File: src/rtl/dtree_pkg.sv
// Shared types and defaults for the decision-tree feature driver.
// Holds the FSM state encoding and the out-of-range label check.
package dtree_pkg;

    localparam int unsigned FEAT_W_DEF = 8;
    localparam int unsigned OUT_W_DEF  = 4;

    typedef enum logic [1:0] {
        SHIFT,
        SETTLE,
        OUT
    } state_t;

    function automatic logic is_bad_label(input logic [31:0] label, input int unsigned n);
        return (label >= n);
    endfunction

endpackage

File: src/rtl/dtree_feat_shifter.sv
// Bit-serial deserialiser: MSB-first shift register plus bit counter.
// The final bit of a word is held off while stall is high, so earlier bits can still arrive.
module dtree_feat_shifter #(
    parameter int unsigned FEAT_W = 8
) (
    input  logic              clk,
    input  logic              rst,
    input  logic              s_valid,
    input  logic              s_data,
    input  logic              stall,
    output logic              s_ready,
    output logic              word_done,
    output logic [FEAT_W-1:0] word
);

    localparam int unsigned CW = (FEAT_W > 2) ? $clog2(FEAT_W) : 1;

    logic [CW-1:0]     cnt;
    logic [FEAT_W-2:0] shreg;
    logic              last;
    logic              accept;

    assign last      = (cnt == CW'(FEAT_W - 1));
    assign s_ready   = !stall || !last;
    assign accept    = s_valid && s_ready;
    assign word_done = accept && last;
    assign word      = {shreg, s_data};

    // Counter wraps at FEAT_W-1, not at the natural power-of-two overflow.
    always_ff @(posedge clk) begin
        if (rst) begin
            cnt   <= '0;
            shreg <= '0;
        end else if (accept) begin
            shreg <= word[FEAT_W-2:0];
            cnt   <= last ? '0 : cnt + 1'b1;
        end
    end

endmodule

File: src/rtl/dtree_feature_driver.sv
// Producer side of the tree feature interface: deserialise, drive the tree,
// wait for the slow combinational path to settle, then hand the label downstream.
module dtree_feature_driver
    import dtree_pkg::*;
#(
    parameter int unsigned FEAT_W        = FEAT_W_DEF,
    parameter int unsigned OUT_W         = OUT_W_DEF,
    parameter int unsigned SETTLE_CYCLES = 4,
    parameter int unsigned NUM_CLASSES   = 10
) (
    input  logic              clk,
    input  logic              rst,
    input  logic              s_valid,
    input  logic              s_data,
    output logic              s_ready,
    output logic [FEAT_W-1:0] feat_o,
    input  logic [OUT_W-1:0]  tree_out_i,
    output logic              m_valid,
    output logic [OUT_W-1:0]  m_class,
    output logic              m_err,
    input  logic              m_ready,
    output logic              busy
);

    localparam int unsigned SW = $clog2(SETTLE_CYCLES + 1);

    state_t            state;
    logic [SW-1:0]     settle;
    logic              word_done;
    logic [FEAT_W-1:0] word;

    assign busy = (state != SHIFT);

    dtree_feat_shifter #(
        .FEAT_W (FEAT_W)
    ) u_shifter (
        .clk       (clk),
        .rst       (rst),
        .s_valid   (s_valid),
        .s_data    (s_data),
        .stall     (busy),
        .s_ready   (s_ready),
        .word_done (word_done),
        .word      (word)
    );

    // word_done can only fire in SHIFT, so feat_o is frozen while a label is pending.
    always_ff @(posedge clk) begin
        if (rst) begin
            state   <= SHIFT;
            settle  <= '0;
            feat_o  <= '0;
            m_valid <= 1'b0;
            m_class <= '0;
            m_err   <= 1'b0;
        end else begin
            case (state)
                SHIFT: begin
                    if (word_done) begin
                        feat_o <= word;
                        settle <= SW'(SETTLE_CYCLES - 1);
                        state  <= SETTLE;
                    end
                end
                SETTLE: begin
                    if (settle == '0) begin
                        m_class <= tree_out_i;
                        m_err   <= is_bad_label(32'(tree_out_i), NUM_CLASSES);
                        m_valid <= 1'b1;
                        state   <= OUT;
                    end else begin
                        settle <= settle - 1'b1;
                    end
                end
                OUT: begin
                    if (m_ready) begin
                        m_valid <= 1'b0;
                        state   <= SHIFT;
                    end
                end
                default: state <= SHIFT;
            endcase
        end
    end

endmodule

File: config.mk
export PLATFORM = sky130hd
export DESIGN_NAME = dtree_feature_driver
export DESIGN_NICKNAME = d
export VERILOG_FILES = /design/src/rtl/dtree_pkg.sv /design/src/rtl/dtree_feat_shifter.sv /design/src/rtl/dtree_feature_driver.sv
export SDC_FILE = /design/constraint.sdc
export NUM_CORES = 1
export LEC_CHECK = 0
export BUFFER_PORTS_ARGS = -buffer_cell sky130_fd_sc_hd__buf_2
export CAP_MARGIN = 10
export CORE_MARGIN = 1
export CORE_UTILIZATION = 40
export CTS_CLUSTER_SIZE = 10
export DETAILED_ROUTE_END_ITERATION = 6
export PLACE_DENSITY = 0.58
export SETUP_SLACK_MARGIN = 0.3
export SYNTH_ARGS = -nofsm -noshare
export SYNTH_HDL_FRONTEND = slang
export SYNTH_SLANG_ARGS = --single-unit
export TNS_END_PERCENT = 5
File: constraint.sdc
create_clock -name clk -period 3.05 [get_ports clk]
set_input_delay 0.61 -clock clk [delete_from_list [all_inputs] [get_ports clk]]
set_output_delay 0.61 -clock clk [all_outputs]
set_load 0.01 [all_outputs]
==> summary.txt <==
Outcome
  • Status: finished with violations
  • Failing checks: design-rule violations

Global routing
  • First-pass GRT wire length: 3.456 mm
  • Vias in the first global route: approximately 820
  • GRT Total Usage: ~14%
  • Largest net degree at the start of global routing: 35
  • Overflow after GRT: 0
  • Initial antenna violation count: 0

Setup path
  • Setup CP Type: flop to output port
  • Worst EP arrival: 1370 ps
  • Worst setup SP type: flop
  • CP Max Fanout: 5
  • Critical Path RT: 2440 ps
  • Critical path capture point type: output port

Timing
  • Worst rel slew slack: 65.08%
  • Fin crit share: 64.86%
  • Setup Skew: 5.058 ps
  • Final hold slack: 451.8 ps
  • Final setup TNS: 0 ps
  • Final Critical Period: 1978 ps
  • Tightest Pin Transition: 523.8 ps
  • RSZ-0062 raised after global routing: no
  • Count of pins over their slew limit: 0
  • Hold Vio Cnt, Final: 0
  • Fmax achieved: 0.5055 GHz
  • Final setup viols: 0

Cells and area
  • Share of cells above drive strength 1: 25.33%
  • Fillcell total: 274
  • Final core occ: 48.74%
  • Reg area: between 500 and 600 um2
  • Layout net count: 162
  • Post-route cell area: 1379 um2
  • Area grow syn2layout: 13.37%
  • Diodes inserted: 0
  • Area of the multi-input gates: 579.3 um2

Placed design
  • Final HPWL DP: 1.410 mm
  • Routability Congestion: about 0.70
  • Input/output buffers: 24
  • DP Area: approximately 1300 um2

CTS
  • Clk sinks: 29
  • Clk_lat worst skew: 320 ps
  • CTS H-tree depth: 2
  • Number of buffers created by CTS: 5
  • Reg clk slew, reported paths: approximately 80 ps
  • CTS Root Cell: clkbuf_4
  • Hold-fix buffers, CTS: 0
  • Clk buf depth: 2
  • Post CTS Setup Buffer Count: 0
  • CTS resizes: 0
  • TritonCTS clock tree: done

Synthesis
  • Post-synthesis mux area share: 8.230%
  • Simple-gate share of the synthesized area: 23.66%
  • Count of cell types in the netlist: 28
  • Synth Register Bits: 29
  • Synth Instances: around 130
  • Netlist Area Pre-Place: roughly 1200 um2
  • Post-synthesis sequential area ratio: 47.74%
  • Syn Area/Cell: 9.729 um2
  • Ys Warns: 0
  • Largest cells by area after synthesis: dfxtp_1 48%, mux2i_1 8.2%, nand2_1 5.9%
  • Post-Synth XOR/XNOR Area: 0%
  • Synth top area share: 47.74%
  • Synthesized net count: 138
  • Largest family of logic cells by synthesized area: simple AND/OR/NAND/NOR gates
  • Post-synth top area cell: dfxtp_1
  • Synth Area in Compound Gates: 11.63%
  • Synth Area in Adders: 4.115%

Floorplanning
  • Full die area: 3265 um2
  • Row count: 19
  • Die height: 57.14 um
  • Ports: 25
  • Die Width: 57.14 um
  • Core ar.: 2829 um2
  • Starting Density: 42.99%

Routing
  • DRC: 4
  • WL per Instance: 11.52 um
  • TritonRoute pass-1 iters: 6
  • Vias per cell: 5.022
  • Post-route ant nets: 0
  • First DRT Iteration DRCs: 43
  • Drt total wl: between 2 and 2.5 mm
  • Vias: 909

Hold path
  • Worst min path class: flop to flop

Power and ir drop
  • VDD IR max: 0.2504 mV
  • Leakage Power: ~0.6 nW
  • Power Density: between 400 and 500 nW/um2

Flow run
  • Maxcap violations: 0
==> placed cells by master (no fill, tap or decap), types with 3 or more instances in the layout <==
cell type,n
clkbuf_1,3
clkbuf_4,5
ha_1,4
inv_1,3
mux2i_1,10
nor2_1,8
a21oi_1,12
buf_2,24
nand2b_1,11
dfxtp_1,29
o21ai_1,4
nand4b_1,3
nand2_1,19
==> Yosys cell counts <==
cell type / instances
nor2_2: 1
o21ai_2: 1
or2_1: 1
or2_2: 1
and4bb_2: 1
nand3b_4: 1
o41ai_2: 1
nor2_1: 8
a221oi_2: 1
buf_4: 1
nand2b_1: 11
clkbuf_1: 4
inv_1: 3
o21ai_1: 4
nand4bb_1: 1
dfxtp_1: 29
a21o_1: 1
nand4b_1: 3
a2bb2oi_1: 1
a21oi_1: 12
and2_1: 1
nor3b_2: 1
or4b_2: 1
buf_6: 2
nand2_1: 19
mux2i_1: 10
o21ai_0: 1
ha_1: 4
==> through the flow <==
| step | setup slack (ps) | std cells | power (W) |
|---|---|---|---|
| finish | 1072 | 181 | 0.0006249 |
| floorplan | 1564 | 125 | 0.0004125 |
| global route | 993.5 | 181 | 0.0006556 |
| global placement | 1353 | 173 | 0.0004206 |
| detailed placement | 1328 | 173 | 0.0004216 |
| CTS | 1060 | 181 | 0.0006378 |
==> sequential cells by signal, indices dropped and copies added, names as in the netlist <==
signal and cells:
u_shifter.cnt 3, m_class 4, m_valid 1, feat_o 8
settle 3, state 2, u_shifter.shreg 7, m_err 1
==> final timing paths <==
| kind | cells after the start | startpoint | slack (ps) | endpoint |
|---|---|---|---|---|
| setup / recovery | 4 | u_shifter.cnt[0] | 1070 | s_ready |
| setup reg to reg | 5 | u_shifter.cnt[0] | 1390 | u_shifter.shreg[5] |
| hold reg to reg | 2 | u_shifter.shreg[6] | 450 | feat_o[7] |
| hold / removal | 2 | u_shifter.shreg[6] | 450 | feat_o[7] |
==> power breakdown <==
part	leakage, nW	switching [W]	internal, W
Sequential	0.234	0.00000217	0.000382
Combinational	0.335	0.0000152	0.0000127
Clock	0.0265	0.000121	0.0000917
==> critical path, stage by stage, from the launching register on <==
cell and delay [ps]:
dfxtp_1 330, ha_1 200, ha_1 230, o21ai_2 120
buf_2 180
==> final cells by class <==
class	count	area share, %
Sequential cell	29	42.11
Multi-Input combinational cell	86	42.01
Timing Repair Buffer	24	8.711
Clock buffer	8	3.539
Tap cell	31	2.813
Inverter	3	0.8167
==> logic make-up after synthesis <==
| kind of cell | count (synthesis) |
|---|---|
| multiplexers | 10 |
| AND/OR/NAND/NOR | 50 |
| flip-flops | 29 |
| adder cells (fa/ha/maj) | 4 |
| AO/OA/AOI/OAI | 22 |
| buffers and inverters | 10 |
==> metal layers <==
layer | vias to the layer above | global-route usage, % | wire [um]
met5 | - | 0 | 0
met4 | 0 | 10.45 | 51
met3 | 5 | 4.082 | 85
met2 | 14 | 20.17 | 918
met1 | 413 | 18.43 | 1030
li1 | 477 | - | -
Note: power is estimated with default switching activity, not from simulation.
